File: config.mk
export PLATFORM = sky130hd
export DESIGN_NAME = fsm_table_controller
export DESIGN_NICKNAME = d
export VERILOG_FILES = /design/src/rtl/fsm_table_controller.sv
export SDC_FILE = /design/constraint.sdc
export NUM_CORES = 1
export LEC_CHECK = 0
export BUFFER_PORTS_ARGS = -buffer_cell sky130_fd_sc_hd__clkbuf_2
export CORE_ASPECT_RATIO = 0.8
export CORE_MARGIN = 3
export CORE_UTILIZATION = 53
export DETAILED_ROUTE_END_ITERATION = 12
export GPL_TIMING_DRIVEN = 0
export PLACE_DENSITY = 0.71
export SETUP_SLACK_MARGIN = 0.1
export SYNTH_ARGS = -nofsm -noshare
export SYNTH_HDL_FRONTEND = slang
export SYNTH_SLANG_ARGS = --single-unit
File: constraint.sdc
create_clock -name clk -period 4.2 [get_ports clk]
set_input_delay 1.26 -clock clk [delete_from_list [all_inputs] [get_ports clk]]
set_output_delay 1.26 -clock clk [all_outputs]
set_load 0.02 [all_outputs]
File: src/rtl/fsm_table_controller.sv
// ---------------------------------------------------------------------------
// fsm_table_controller
//
// A small run-time programmable overlay FSM. A CPU programs a 16-entry
// transition table over a simple valid/ready register bus, then starts the
// machine. Each input event selects column 0 or 1 of the current state's
// table entry, which gives the next state and a 4-bit output nibble.
// Reaching the programmed halt state stops the machine.
//
// Ports
//   clk            system clock, all state changes on the rising edge
//   rst            synchronous active-high reset
//   bus_valid      CPU access request, held until bus_ready
//   bus_we         1 = write, 0 = read
//   bus_addr[5:0]  word address
//   bus_wdata[31:0] write data
//   bus_ready      one-cycle completion pulse, one cycle after request
//   bus_rdata[31:0] read data while bus_ready=1, otherwise 0
//   ev_valid       event strobe for the running FSM
//   ev_bit         event value, selects table column 0/1
//   fsm_state[3:0] current overlay state (INIT_STATE while idle)
//   fsm_config_out[3:0] output nibble of the last transition taken
//   running        high while the controller is in RUN
//
// Register map
//   0x00 CTRL       [0] RUN (reads back running), [1] CLR_ERR (write-1)
//   0x01 STATUS     [3:0] state, [4] running, [5] halted, [6] wr_err,
//                   [15:8] step_cnt
//   0x02 INIT_STATE [3:0]
//   0x03 HALT_STATE [3:0]
//   0x10-0x1F TABLE [3:0] next0, [7:4] out0, [11:8] next1, [15:12] out1
// ---------------------------------------------------------------------------
module fsm_table_controller (
  input  logic        clk,
  input  logic        rst,
  input  logic        bus_valid,
  input  logic        bus_we,
  input  logic [5:0]  bus_addr,
  input  logic [31:0] bus_wdata,
  output logic        bus_ready,
  output logic [31:0] bus_rdata,
  input  logic        ev_valid,
  input  logic        ev_bit,
  output logic [3:0]  fsm_state,
  output logic [3:0]  fsm_config_out,
  output logic        running
);

  typedef enum logic [1:0] {
    S_IDLE = 2'd0,
    S_RUN  = 2'd1,
    S_HALT = 2'd2
  } ctrl_state_e;

  ctrl_state_e state_q, state_d;

  logic        bus_ready_q;
  logic [31:0] rdata_q;
  logic [3:0]  cur_q;
  logic [3:0]  cfg_q;
  logic [7:0]  step_q;
  logic        err_q;
  logic [3:0]  init_q;
  logic [3:0]  halt_q;
  logic [15:0] table_q [16];

  logic        halted;
  logic        access;
  logic        wr_acc;
  logic        rd_acc;
  logic        sel_ctrl;
  logic        sel_status;
  logic        sel_init;
  logic        sel_halt;
  logic        sel_tbl;
  logic        ctrl_wr;
  logic        cfg_wr;
  logic        cfg_wr_ok;
  logic        cfg_wr_rej;
  logic        restart;
  logic        ev_take;
  logic [15:0] entry;
  logic [3:0]  ev_next;
  logic [3:0]  ev_out;
  logic [31:0] rd_val;

  // Upper write-data bits are never stored anywhere.
  logic unused_wdata;
  assign unused_wdata = ^bus_wdata[31:16];

  // A request is accepted on the first edge it is seen; the ready pulse
  // that follows blocks re-acceptance of the same (still held) request.
  assign access = bus_valid && !bus_ready_q;
  assign wr_acc = access && bus_we;
  assign rd_acc = access && !bus_we;

  assign sel_ctrl   = (bus_addr == 6'h00);
  assign sel_status = (bus_addr == 6'h01);
  assign sel_init   = (bus_addr == 6'h02);
  assign sel_halt   = (bus_addr == 6'h03);
  assign sel_tbl    = (bus_addr[5:4] == 2'b01);

  assign ctrl_wr    = wr_acc && sel_ctrl;
  assign cfg_wr     = wr_acc && (sel_init || sel_halt || sel_tbl);
  // Configuration is frozen while the machine runs.
  assign cfg_wr_ok  = cfg_wr && (state_q != S_RUN);
  assign cfg_wr_rej = cfg_wr && (state_q == S_RUN);

  // RUN=1 from IDLE or HALT (re)starts at INIT_STATE; in RUN it is a no-op.
  assign restart = ctrl_wr && bus_wdata[0] && (state_q != S_RUN);

  // A CTRL write in the same cycle as an event wins; the event is dropped.
  assign ev_take = (state_q == S_RUN) && ev_valid && !ctrl_wr;

  assign entry   = table_q[cur_q];
  assign ev_next = ev_bit ? entry[11:8]  : entry[3:0];
  assign ev_out  = ev_bit ? entry[15:12] : entry[7:4];

  // ---------------------------------------------------------------- FSM --
  always_ff @(posedge clk) begin
    if (rst) begin
      state_q <= S_IDLE;
    end else begin
      state_q <= state_d;
    end
  end

  always_comb begin
    state_d = state_q;
    case (state_q)
      S_IDLE: begin
        if (ctrl_wr && bus_wdata[0]) state_d = S_RUN;
      end
      S_RUN: begin
        if (ctrl_wr && !bus_wdata[0]) begin
          state_d = S_IDLE;
        end else if (ev_take && (ev_next == halt_q)) begin
          state_d = S_HALT;
        end
      end
      S_HALT: begin
        if (ctrl_wr) state_d = bus_wdata[0] ? S_RUN : S_IDLE;
      end
      default: state_d = S_IDLE;
    endcase
  end

  always_comb begin
    running        = (state_q == S_RUN);
    halted         = (state_q == S_HALT);
    // While idle the visible state tracks INIT_STATE, so reprogramming it
    // is observable before RUN is set.
    fsm_state      = (state_q == S_IDLE) ? init_q : cur_q;
    fsm_config_out = cfg_q;
    bus_ready      = bus_ready_q;
    bus_rdata      = rdata_q;
  end

  // ----------------------------------------------------------- datapath --
  always_ff @(posedge clk) begin
    if (rst) begin
      cur_q  <= 4'h0;
      cfg_q  <= 4'h0;
      step_q <= 8'h00;
    end else if (restart) begin
      cur_q  <= init_q;
      step_q <= 8'h00;
    end else if (ev_take) begin
      cur_q  <= ev_next;
      cfg_q  <= ev_out;
      step_q <= step_q + 8'd1;
    end
  end

  // A rejected write sets the flag even if a clear arrives in the same cycle.
  always_ff @(posedge clk) begin
    if (rst) begin
      err_q <= 1'b0;
    end else if (cfg_wr_rej) begin
      err_q <= 1'b1;
    end else if (ctrl_wr && bus_wdata[1]) begin
      err_q <= 1'b0;
    end
  end

  always_ff @(posedge clk) begin
    if (rst) begin
      init_q <= 4'h0;
      halt_q <= 4'hF;
      for (int i = 0; i < 16; i++) begin
        table_q[i] <= 16'h0000;
      end
    end else if (cfg_wr_ok) begin
      if (sel_init) init_q <= bus_wdata[3:0];
      if (sel_halt) halt_q <= bus_wdata[3:0];
      if (sel_tbl)  table_q[bus_addr[3:0]] <= bus_wdata[15:0];
    end
  end

  // ---------------------------------------------------------------- bus --
  always_comb begin
    rd_val = 32'h0;
    if (sel_ctrl) begin
      rd_val[0] = running;
    end else if (sel_status) begin
      rd_val[3:0]  = fsm_state;
      rd_val[4]    = running;
      rd_val[5]    = halted;
      rd_val[6]    = err_q;
      rd_val[15:8] = step_q;
    end else if (sel_init) begin
      rd_val[3:0] = init_q;
    end else if (sel_halt) begin
      rd_val[3:0] = halt_q;
    end else if (sel_tbl) begin
      rd_val[15:0] = table_q[bus_addr[3:0]];
    end
  end

  // Read data is captured at acceptance and only presented during the
  // ready pulse; writes complete with zero data.
  always_ff @(posedge clk) begin
    if (rst) begin
      bus_ready_q <= 1'b0;
      rdata_q     <= 32'h0;
    end else begin
      bus_ready_q <= access;
      rdata_q     <= rd_acc ? rd_val : 32'h0;
    end
  end

endmodule

# After elaboration in Yosys (flattened, before gate mapping)

Memory sizes are Yosys's and may differ from the RTL's. A register that Yosys moved wholly into a read port is not among the register bits.
Index checks and enable logic that the tools add are counted.

Memories: 1
ROM bits: 0
Register bits: 60
Memory bits (writable): 256
Bits in latches: 0

Memory list:

| memory  | depth | bits a word | read ports | clocked after memory_dff | wr ports | line | RTL |
|---|---|---|---|---|---|---|---|
| table_q | 16    | 16          | 2          | 1                        | 16       | 65   | `logic [15:0] table_q [16];` |

Add/sub/neg operators: 1
Reductions and logical operators: 33
Multiply operators: 0
Shifts and indexed selects: 0
Mux-type cells: 32
Magnitude comparators: 0
Div/mod/pow operators: 0
Bitwise logic cells: 3
Eq/ne operators: 11

Operator list:

| kind                                                                     | count |
|---|---|
| 4-bit two-way mux                                                        | 10 |
| 16-bit two-way mux                                                       | 2 |
| 12-bit two-way mux                                                       | 2 |
| 16-bit OR reduction                                                      | 1 |
| 1-bit logical AND                                                        | 14 |
| 6-bit by 2-bit equality test with 1-bit output (second input constant)   | 2 |
| 1-bit two-way mux                                                        | 11 |
| 8-bit by 1-bit adder with 8-bit output (second input constant)           | 1 |
| 2-bit two-way mux                                                        | 4 |
| 8-bit two-way mux                                                        | 1 |
| 7-bit two-way mux                                                        | 1 |
| 7-bit OR reduction                                                       | 1 |
| 6-bit by 1-bit equality test with 1-bit output (second input constant)   | 1 |
| 6-bit zero test                                                          | 1 |
| 2-bit one-hot mux with 3 select lines                                    | 1 |
| 2-bit AND reduction                                                      | 3 |
| 2-bit by 1-bit equality test with 1-bit output (second input constant)   | 2 |
| 4-bit equality test                                                      | 1 |
| 1-bit zero test                                                          | 4 |
| 2-bit by 1-bit inequality test with 1-bit output (second input constant) | 2 |
| 2-bit nonzero test                                                       | 2 |
| 2-bit OR reduction                                                       | 2 |
| 3-bit by 1-bit inequality test with 1-bit output (second input constant) | 1 |
| 1-bit inverter                                                           | 3 |
| other kinds (6)                                                          | 7 |

# Depth between registers and ports, before layout

Depth after elaboration: 10
Depth in mapped cells: 10
Depth with buffers taken out: 7

# Worst setup path after synthesis

Ideal clock, no wire load.

Kind: input-to-reg
Start point: input port bus_addr[1]
End point: memory table_q[3][0] (enable)
Buffers on the path: 3
Cell stages on the path: 6
Arrival time: 2.657 ns
Slack: 1.209 ns
Cell sequence: buf_2 -> buf_2 -> buf_2 -> nand3_1 -> nor3_1 -> or2_2

RTL lines:

| what            | line | RTL |
|---|---|---|
| start, declared | 38   | `input logic [5:0] bus_addr,` |
| end, declared   | 65   |  |

==> qor.txt <==
run status -> completed
total grt overflow -> 0
delay of the slowest cell on the worst path -> 0.62 ns
Static Leak -> 0.00620 uW
number of global-route vias before repair -> 10400
R2R setup slack -> 1.06 ns
hold buffer count at cts -> 0
register area share after synthesis -> 54.6%
Die Area -> 0.0320 mm^2
IO Port Bufs -> 51
Worst EP required -> 4.35 ns
TritonCTS Sinks -> 304
clock transition time at the flip-flop clock pins of the worst setup and hold paths -> 0.06 ns
global-route wire length before repair -> 66000 um
kind of capture point of the worst setup path -> register
flip-flop and latch count after synthesis -> 304
routed wire length -> 44500 um
post_cts resized -> 0
Avg WL per Cell -> 27.3 um
post-detailed-route DRC marker count -> 0
maxcap violations -> 0
critical path launch point type -> input port
critical path type -> input port to register
largest cells by area after synthesis -> sky130_fd_sc_hd__edfxtp_1 49%, sky130_fd_sc_hd__mux4_2 17%, sky130_fd_sc_hd__and2_1 8.5%, sky130_fd_sc_hd__dfxtp_1 6.1%, sky130_fd_sc_hd__mux2i_1 4.7%
Async S/R FF share, synth -> 0%
number of setup buffers added after CTS -> 0
total routing usage reported by global routing -> 28.3%
fraction of the cycle the final worst path needs -> 89.4%
number of antenna repair diodes -> 0
area delta synth->final -> 11.2%
post-layout power -> 6660 uW
delay-heaviest family, CP -> simple AND/OR/NAND/NOR gates
number of buffers and inverters on the critical path -> 3
worst-case clock skew -> 0.0166 ns
number of flops mapped to enable cells by yosys -> 256
core region area -> 0.0288 mm^2
worst path arrival time -> 3.91 ns
vias -> 10500
syn avg cell area -> 13.9 um^2
library cell used as clock root buffer -> sky130_fd_sc_hd__clkbuf_16
Highest Clock Rate -> 0.266 GHz
combinational fraction of design power -> 7.7%
number of placed I/O pins -> 86
initial antenna violation count -> 3
aggregate negative setup slack -> 0 ns
largest net degree at the start of global routing -> 17
remaining antenna violation count -> 0
CTS H-tree lvls -> 2
Unique masters post-synth -> 47
routability congestion estimate -> 0.940
Post-Place Cells -> 1572
cts bufs inserted -> 34
share of final-layout standard cells stronger than drive strength 1 -> 23.7%
core utilization of the finished layout -> 61.1%
die span in y -> 161 um
synth warn -> 0
minimum clock period -> 3.76 ns
detailed-placement wirelength estimate -> 32800 um
relative contribution of the clock network to total power -> 41.3%
number of standard-cell rows in the floorplan -> 55
PwrDens -> 378 mW/mm^2
CTS tree -> yes
post-layout instance count excluding filler cells -> 1631
Die W -> 199 um
post-synthesis cell area -> 0.0158 mm^2
cell count after synthesis -> 1136
CP most frequent cell -> sky130_fd_sc_hd__buf_2
switching power summed over all nets -> 1530 uW
top flip-flop cell by instance count after synthesis -> sky130_fd_sc_hd__edfxtp_1
nets@finish -> 1283
Final Max Slew Viols -> 0
Reg power frac -> 51.1%
design internal power -> 5130 uW
unrepaired setup endpoints after global routing -> no
Hold Path Class -> register to register
initial detailed-routing violation count -> 1519
total of endpoints with negative setup slack in the final report -> 0
normalized max-slew margin -> 36.6%
cell with the biggest individual delay on the critical path -> sky130_fd_sc_hd__nor3_2
Switching Share -> 23.0%
maximum buffer depth of the clock tree -> 3
worst-case setup margin in the final layout -> 0.445 ns
Post-Place Setup Slack -> -0.230 ns
Yosys top cell by area -> sky130_fd_sc_hd__edfxtp_1
critical path fanouts, max -> 16
critical path cell sequence -> buf_2 > buf_2 > buf_2 > nand3_1 > nor3_2 > or2_2
source-to-sink clock delay at the later pin of the worst-skew pair -> 0.52 ns
worst vdd rail ir drop -> 0.258 mV
actual slew at the worst max-slew pin -> 0.942 ns
top cell type's share of synthesized area -> 48.5%
length of the first detailed-routing pass in iterations -> 5
initial core utilization -> 54.9%
final hold vios -> 0
Via-to-Cell Ratio -> 6.43
-- cells by family after synthesis --
| group | count (synthesis) | share of synthesized area (%) |
|---|---|---|
| AO/OA/AOI/OAI | 92 | 3.74 |
| XOR/XNOR | 10 | 0.553 |
| adder cells (fa/ha/maj) | 1 | 0.0790 |
| buffers and inverters | 130 | 4.34 |
| flip-flops | 304 | 54.6 |
| multiplexers | 200 | 22.2 |
| other | 1 | 0.0237 |
| AND/OR/NAND/NOR | 398 | 14.5 |
-- layout make-up --
class	count	area, um^2
fillers	2200	11200
flip-flops and latches	304	8650
multi-input cells	717	6570
clock buffers	52	960
plain buffers	113	623
well taps	370	463
repair buffers	51	255
inverters	17	63.8
clock inverters	7	41.3
-- through the flow --
| step | cell area, um^2 | hold slack (ns) |
|---|---|---|
| detailed placement | 16600 | 0.489 |
| global route | 17600 | 0.526 |
| finish | 17600 | 0.506 |
| global placement | 16600 | 0.470 |
| floorplan | 15900 | 0.419 |
| CTS | 17600 | 0.498 |
-- tightest hold or removal path: cells and delay by family (launching register included) --
family / cells / cell delay, ns
AOI/OAI and AO/OA: 2 / 0.13
DFF: 1 / 0.32
-- layout by cell type, fill, tap and decap left out, types with 22 or more instances in the layout --
master                      instances
sky130_fd_sc_hd__nor2_1            42
sky130_fd_sc_hd__a21oi_1           25
sky130_fd_sc_hd__mux4_2           120
sky130_fd_sc_hd__clkbuf_16         35
sky130_fd_sc_hd__mux2i_1           75
sky130_fd_sc_hd__a22oi_1           35
sky130_fd_sc_hd__clkbuf_2          51
sky130_fd_sc_hd__clkbuf_1          70
sky130_fd_sc_hd__nor3_1            42
sky130_fd_sc_hd__nand2_1           29
sky130_fd_sc_hd__edfxtp_1         256
sky130_fd_sc_hd__dfxtp_1           48
sky130_fd_sc_hd__and2_1           215
sky130_fd_sc_hd__buf_4             22
-- cell usage after synthesis (all sizes together) (19+ instances only) --
cell      n
a21oi    25
a22oi    35
and2    215
buf      57
clkbuf   56
dfxtp    48
edfxtp  256
mux2i    75
mux4    120
nand2    29
nor2     43
nor3     44
o21ai    19
or2      19
-- state kept, by name (all words and copies together) (netlist names), named ones only --
register,flops
table_q,256
err_q,1
halt_q,4
bus_rdata,16
state_q,2
cur_q,4
bus_ready,1
step_q,8
fsm_config_out,4
init_q,4
-- final timing paths --
path,end,start,depth (start not counted)
max,table_q[3][6]$_SDFFCE_PN0P_,bus_addr[1],6
min,err_q$_SDFFE_PP0P_,err_q$_SDFFE_PP0P_,2
max reg2reg,table_q[3][6]$_SDFFCE_PN0P_,state_q[1]$_SDFFE_PP0P_,6
min reg2reg,err_q$_SDFFE_PP0P_,err_q$_SDFFE_PP0P_,2
-- power by group through the flow --
stage / combinational, uW / clock [uW] / sequential [uW]
detailed placement: 497 / 0 / 3460
floorplan: 321 / 0 / 3440
CTS: 498 / 2760 / 3400
global route: 534 / 2890 / 3410
finish: 511 / 2750 / 3400
global placement: 491 / 0 / 3450
-- per-layer routing --
layer / global-route usage [%] / up-vias / routed length, um
met3: 9.04 / 98 / 6170
li1: - / 4458 / -
met1: 41.0 / 5251 / 17500
met4: 8.59 / 6 / 1300
met5: 0 / - / 36
met2: 41.3 / 676 / 19600
(Power assumes the default switching activity.)
